### src/rtl/whack_round_controller.sv
// Whack-a-mole round sequencer: get-ready and play countdowns,
// mole gating, saturating score and round counting.
module whack_round_controller #(
    parameter int ROUND_SECS = 5,
    parameter int PRE_SECS   = 3,
    parameter int NUM_ROUNDS = 4,
    parameter int CNT_W      = 32,
    parameter int SCORE_W    = 8
) (
    input  logic               clk,
    input  logic               reset,
    input  logic               tick_1hz,
    input  logic               start,
    input  logic               hit,
    output logic [CNT_W-1:0]   countout,
    output logic [2:0]         state,
    output logic               mole_en,
    output logic [SCORE_W-1:0] score,
    output logic [3:0]         round,
    output logic               round_done,
    output logic               game_over
);

    if (ROUND_SECS < 1 || PRE_SECS < 1 ||
        NUM_ROUNDS < 1 || NUM_ROUNDS > 15) begin : g_bad_param
        $error("whack_round_controller: illegal parameter value");
    end

    typedef enum logic [2:0] {
        S_IDLE  = 3'd0,
        S_READY = 3'd1,
        S_PLAY  = 3'd2,
        S_END   = 3'd3,
        S_OVER  = 3'd4
    } st_t;

    localparam logic [CNT_W-1:0]   PRE_CNT   = CNT_W'(PRE_SECS);
    localparam logic [CNT_W-1:0]   ROUND_CNT = CNT_W'(ROUND_SECS);
    localparam logic [CNT_W-1:0]   CNT_ONE   = CNT_W'(1);
    localparam logic [SCORE_W-1:0] SCORE_ONE = SCORE_W'(1);
    localparam logic [SCORE_W-1:0] SCORE_MAX = '1;
    localparam logic [3:0]         LAST_RND  = 4'(NUM_ROUNDS);

    st_t                st_q;
    st_t                st_d;
    logic [CNT_W-1:0]   cnt_d;
    logic [SCORE_W-1:0] score_d;
    logic [3:0]         round_d;

    assign state = st_q;

    // Next state and next values of every registered output
    always_comb begin
        st_d    = st_q;
        cnt_d   = countout;
        score_d = score;
        round_d = round;
        case (st_q)
            S_IDLE: begin
                if (start) begin
                    st_d    = S_READY;
                    cnt_d   = PRE_CNT;
                    score_d = '0;
                    round_d = '0;
                end
            end
            S_READY: begin
                if (tick_1hz) begin
                    if (countout <= CNT_ONE) begin
                        st_d  = S_PLAY;
                        cnt_d = ROUND_CNT;
                    end else begin
                        cnt_d = countout - CNT_ONE;
                    end
                end
            end
            S_PLAY: begin
                if (hit && score != SCORE_MAX) begin
                    score_d = score + SCORE_ONE;
                end
                if (tick_1hz) begin
                    if (countout <= CNT_ONE) begin
                        st_d    = S_END;
                        cnt_d   = '0;
                        round_d = round + 4'd1;
                    end else begin
                        cnt_d = countout - CNT_ONE;
                    end
                end
            end
            S_END: begin
                if (round == LAST_RND) begin
                    st_d  = S_OVER;
                    cnt_d = '0;
                end else begin
                    st_d  = S_READY;
                    cnt_d = PRE_CNT;
                end
            end
            S_OVER: begin
                cnt_d = '0;
                if (start) begin
                    st_d    = S_READY;
                    cnt_d   = PRE_CNT;
                    score_d = '0;
                    round_d = '0;
                end
            end
            default: begin
                st_d  = S_IDLE;
                cnt_d = '0;
            end
        endcase
    end

    // Register state, counters and state-decoded flags together
    always_ff @(posedge clk or negedge reset) begin
        if (!reset) begin
            st_q       <= S_IDLE;
            countout   <= '0;
            score      <= '0;
            round      <= '0;
            mole_en    <= 1'b0;
            round_done <= 1'b0;
            game_over  <= 1'b0;
        end else begin
            st_q       <= st_d;
            countout   <= cnt_d;
            score      <= score_d;
            round      <= round_d;
            mole_en    <= (st_d == S_PLAY);
            round_done <= (st_d == S_END);
            game_over  <= (st_d == S_OVER);
        end
    end

endmodule
### config.mk
export PLATFORM = sky130hd
export DESIGN_NAME = whack_round_controller
export DESIGN_NICKNAME = d
export VERILOG_FILES = /design/src/rtl/whack_round_controller.sv
export SDC_FILE = /design/constraint.sdc
export NUM_CORES = 1
export LEC_CHECK = 0
export BUFFER_PORTS_ARGS = -buffer_cell sky130_fd_sc_hd__buf_4
export CAP_MARGIN = 15
export CORE_ASPECT_RATIO = 0.5
export CORE_MARGIN = 5
export CORE_UTILIZATION = 30
export DETAILED_ROUTE_END_ITERATION = 7
export HOLD_SLACK_MARGIN = 0.1
export SYNTH_ARGS = -nofsm -noshare
export SYNTH_HDL_FRONTEND = slang
export SYNTH_SLANG_ARGS = --single-unit
### constraint.sdc
create_clock -name clk -period 2.56 [get_ports clk]
set_input_delay 0.512 -clock clk [delete_from_list [all_inputs] [get_ports clk]]
set_output_delay 0.512 -clock clk [all_outputs]
set_load 0.01 [all_outputs]
### Word-level counts from Yosys, hierarchy flattened

Index checks and enable logic that the tools add are counted.

| cells by class | value |
|---|---|
| add/sub/neg operators | 3 |
| multipliers | 0 |
| div/mod/pow operators | 0 |
| $lt $le $gt $ge | 1 |
| eq/ne operators | 15 |
| shifts and indexed selects | 0 |
| mux-type cells | 22 |
| bitwise logic cells | 0 |
| reduce and logical (&&, ||, !) cells | 7 |

Operators with widths:

| kind | count |
|---|---|
| 32-bit 2-to-1 mux | 5 |
| 32-bit one-hot mux with 5 select lines | 1 |
| 32-bit by 1-bit less-or-equal comparator with 1-bit output (second input constant) | 1 |
| 32-bit by 1-bit subtractor with 32-bit output (second input constant) | 1 |
| 3-bit 2-to-1 mux | 6 |
| 8-bit 2-to-1 mux | 2 |
| 8-bit one-hot mux with 2 select lines | 1 |
| 3-bit by 2-bit == test with 1-bit output (second input constant) | 4 |
| 4-bit 2-to-1 mux | 3 |
| 3-bit one-hot mux with 4 select lines | 1 |
| 2-bit != test (second input constant) | 5 |
| 8-bit by 1-bit adder with 8-bit output (second input constant) | 1 |
| 8-bit != test (second input constant) | 1 |
| 4-bit one-hot mux with 2 select lines | 1 |
| 3-bit == test (second input constant) | 2 |
| 3-bit AND reduction | 2 |
| 4-bit by 1-bit adder with 4-bit output (second input constant) | 1 |
| 4-bit by 3-bit == test with 1-bit output (second input constant) | 1 |
| 2-bit 2-to-1 mux | 2 |
| 4-bit AND reduction | 1 |
| 3-bit by 1-bit == test with 1-bit output (second input constant) | 1 |
| 3-bit zero test | 1 |
| 2-bit by 1-bit != test with 1-bit output (second input constant) | 1 |
| 2-bit nonzero test | 1 |
| 2 further kinds | 2 |

| word-level totals | value |
|---|---|
| flip-flop bits (word level) | 50 |
| bits in latches | 0 |
| memory bits (writable) | 0 |
| ROM bits | 0 |
| input bits | 5 |
| output and inout bits | 50 |
| logic and storage cells | 55 |
| memories kept | 0 |

### Depth between registers and ports, before layout

| logic depth | value |
|---|---|
| word-level depth | 5 |
| depth in mapped cells | 9 |
| mapped depth without buffers | 7 |

### Worst setup path before layout

No wires, ideal clock.

| timing path | value |
|---|---|
| kind | register -> register |
| from | register countout[29] |
| to | register round[3] |
| library setup time | 0.078 ns |
| data arrival time | 2.733 ns |
| required time | 2.482 ns |
| slack | -0.251 ns |
| stages on the path, launching flop included | 7 |
| path buffers | 1 |
| period minus slack after synthesis | 2.811 ns |
| cell sequence | dfrtp_1 -> or4_4 -> or4_4 -> or4_1 -> buf_2 -> or4_1 -> a21oi_1 |

| between the ends | value |
|---|---|
| word-level cells in the longest chain between the ends | 3 |

RTL lines:

| item | line | text |
|---|---|---|
| start, declared | 15 | `output logic [CNT_W-1:0] countout,` |
| start signal, assigned | 128 | `countout <= cnt_d;` |
| 32-bit by 1-bit less-or-equal comparator with 1-bit output | 82 | `if (countout <= CNT_ONE) begin` |
| 2-bit != test (no source line) | - |  |
| 4-bit AND reduction (no source line) | - |  |
| end signal, assigned | 130 | `round <= round_d;` |
| end, declared | 19 | `output logic [3:0] round,` |

Every way passes these cells.
A chain may end at the register's enable or synchronous reset.

### Final worst setup path

| timing path | value |
|---|---|
| from | register countout[27] |
| to | register round[2] |

Same word-level chain as after synthesis.

==> results.yml <==
outcome:
  run_status: "finished clean"
synth:
  yosysTopAreaCell: "dfrtp_1"
  synthXorXnorAreaFrac_pct: 9.83
  synth.mux.area_fraction_pct: 0.796
  netlist_top_cells_area: "dfrtp_1 47%, nor2_1 6.2%, xnor2_1 5.9%"
  syn-cell-area_um2: 2670
  yosysMostFrequentCell: "dfrtp_1"
  synth_compound_area_share_pct: 9.69
  netlist_instances: 282
  yosysSeqAreaShare_pct: 46.8
  synth_nets: 292
  synth_fa_ha_area_share_pct: 2.34
  synth.avg_cell_area_um2: 9.48
  ys.flop_type: "dfrtp_1"
  synth.distinct_cells: 41
  ys_seq_elements: 50
  synth_edf_count: 0
  synth_top_family_by_area: "simple AND/OR/NAND/NOR gates"
  synth_warnings: 0
  synth_common_cells: "50 x dfrtp_1, 44 x nor2_1, 18 x xnor2_1"
  synthArstFlopShare_pct: 100
  synth_top_area_share_pct: 46.8
  synth-simple-area-share_pct: 27.3
die:
  dieWidth_um: 143
  initial_utilization_pct: 30.7
  die_area_um2: 11000
  rows: 24
  die-height_um: 76.7
  pin_count: 55
  coreArea_um2: 8710
sta:
  fin_crit_ns: 2.51
  slew_viol_final: 0
  holdWs_ns: 0.239
  skew_ns: 0.00548
  relSlewSlack_pct: 55.9
  period_share_pct: 98.2
  hold_violations: 0
  rsz0062_at_grt: "yes"
  worst_pin_slew_ns: 0.662
  setup_violations: 0
  fmax_ghz: 0.398
clock_network:
  clock_sinks: 50
  h-tree-depth: 2
  cts_root_buffer: "clkbuf_16"
  insertion_delay_ns: 0.29
  cts_tree: "yes"
  cts_hold_buf: 0
  cts.clk_slew.worst_paths_ns: 0.06
  cts_max_path_buffers: 2
  cts_buffers: 5
worst_hold_path:
  worstHoldPathType: "in2async"
route:
  via_per_inst: 5.01
  antenna_left: 0
  dr.pass1.iters: 4
  drt-initial-drc-count: 125
  drt-wirelength-per-cell_um: 14.5
  drc: 0
  wl_um: 6980
  vias: 2407
final_layout:
  nNetsFinal: 372
  drive_above_1_share_pct: 28.9
  fin_cells: 480
  syn2layout_area_growth_pct: 36.1
  antenna_cells: 0
worst_setup_path:
  crit_path_end: "round[2]"
  cp.required_ns: 2.77
  rr_startpoint: "countout[27]"
  crit_fanout: 8
  start_kind: "flip-flop"
  critPathKind: "reg2reg"
  reg2reg_depth: 5
  end_kind: "flip-flop"
  r2r_end: "round[2]"
  cp.arrival_ns: 2.72
  rrSetupSlack_ns: 0.05
  cp-startpoint: "countout[27]"
pwr:
  cellPowerDensity_nw_per_um2: 1150
  vdd_drop_max_mv: 0.370
  leakage_uw: 0.00168
  power.total_uw: 4170
global_routing:
  grt_overflow: 0
  antenna_found_initial: 0
  grt_usage_pct: 12.8
  grt_pass1_wl_um: 11600
  grt_start_max_net_pins: 51
  grt_pass1_vias: 2339
placed_design:
  gp_congestion: 0.816
  dpl.cell_count: 472
  io_buffers: 54
  hpwlAfterDp_um: 5090
job:
  drv_cap: 0
[worst max-delay path: stages, from the launching register on]
cell and delay, ns:
dfrtp_1 0.37, or4_4 0.54, or4_4 0.43, or4_4 0.49, or4_1 0.48, a21oi_1 0.13
[placed cells by master (no fill, tap or decap), drive strengths merged, types with 5 or more instances in the layout]
cell type	count
buf	86
dfrtp	50
nor2	44
xnor2	18
nor4	16
a21oi	12
xor2	12
or4	12
nand2	11
nand4	10
inv	9
o31ai	9
nand3	8
o21ai	8
nor3	7
clkbuf	6
or3	5
ha	5
[flip-flops by register name, indices dropped and copies added (netlist names)]
name,count
round_done,1
score,8
state,3
game_over,1
mole_en,1
countout,32
round,4
[metal layers]
metal / up-vias / routed length [um] / track usage (%)
met5: - / 0 / 0
met4: 0 / 51 / 2.82
met2: 47 / 3360 / 21.2
met1: 1173 / 3260 / 17.3
li1: 1182 / - / -
met3: 5 / 314 / 2.80
[through the flow]
stage	setup WS (ns)	TNS, ns	cell area (um^2)	util (%)
after global routing	-0.0135	-0.0135	3640	41.8
after CTS	0.0463	0	3630	41.6
final	0.0472	0	3640	41.8
after detailed placement	0.0594	0	3430	39.4
after global placement	0.0741	0	3430	39.4
after floorplan	-0.0628	-0.389	2690	-
[where the power goes]
| part | switching [uW] | leakage (uW) | internal (uW) |
|---|---|---|---|
| combinational | 1090 | 0.000921 | 984 |
| clock | 288 | 0.0000971 | 587 |
| sequential | 220 | 0.000666 | 1000 |
[how the worst min path moves through the flow]
stage | startpoint | endpoint | slack (ns) | depth (start not counted)
floorplan | reset | countout[0] | 0.22 | 0
global placement | countout[11] | countout[11] | 0.55 | 2
detailed placement | round[0] | round[0] | 0.55 | 1
CTS | reset | mole_en | 0.28 | 1
global route | reset | score[7] | 0.32 | 1
finish | reset | countout[29] | 0.24 | 1
[layout make-up]
type | count | area, um^2
inverter | 9 | 33.8
fill | 882 | 5070
tap | 117 | 146
multi-input combinational | 210 | 1360
clock buffer | 6 | 139
sequential | 50 | 1250
clock inverter | 2 | 60.1
timing repair buffer | 86 | 646
[logic make-up (layout without fill, tap and decap cells)]
kind of cell,count (synthesis),count (layout)
xor+xnor,30,30
buf+inv,22,103
simple gates,134,134
compound gates,39,39
mux,2,2
flops,50,50
fa+ha+maj,5,5
[what timing repair did]
action,in CTS,in global routing
resized for setup,0,2
setup buffers,0,0
setup endpoints to repair,0,2
Power figures use the tool's default switching activity.
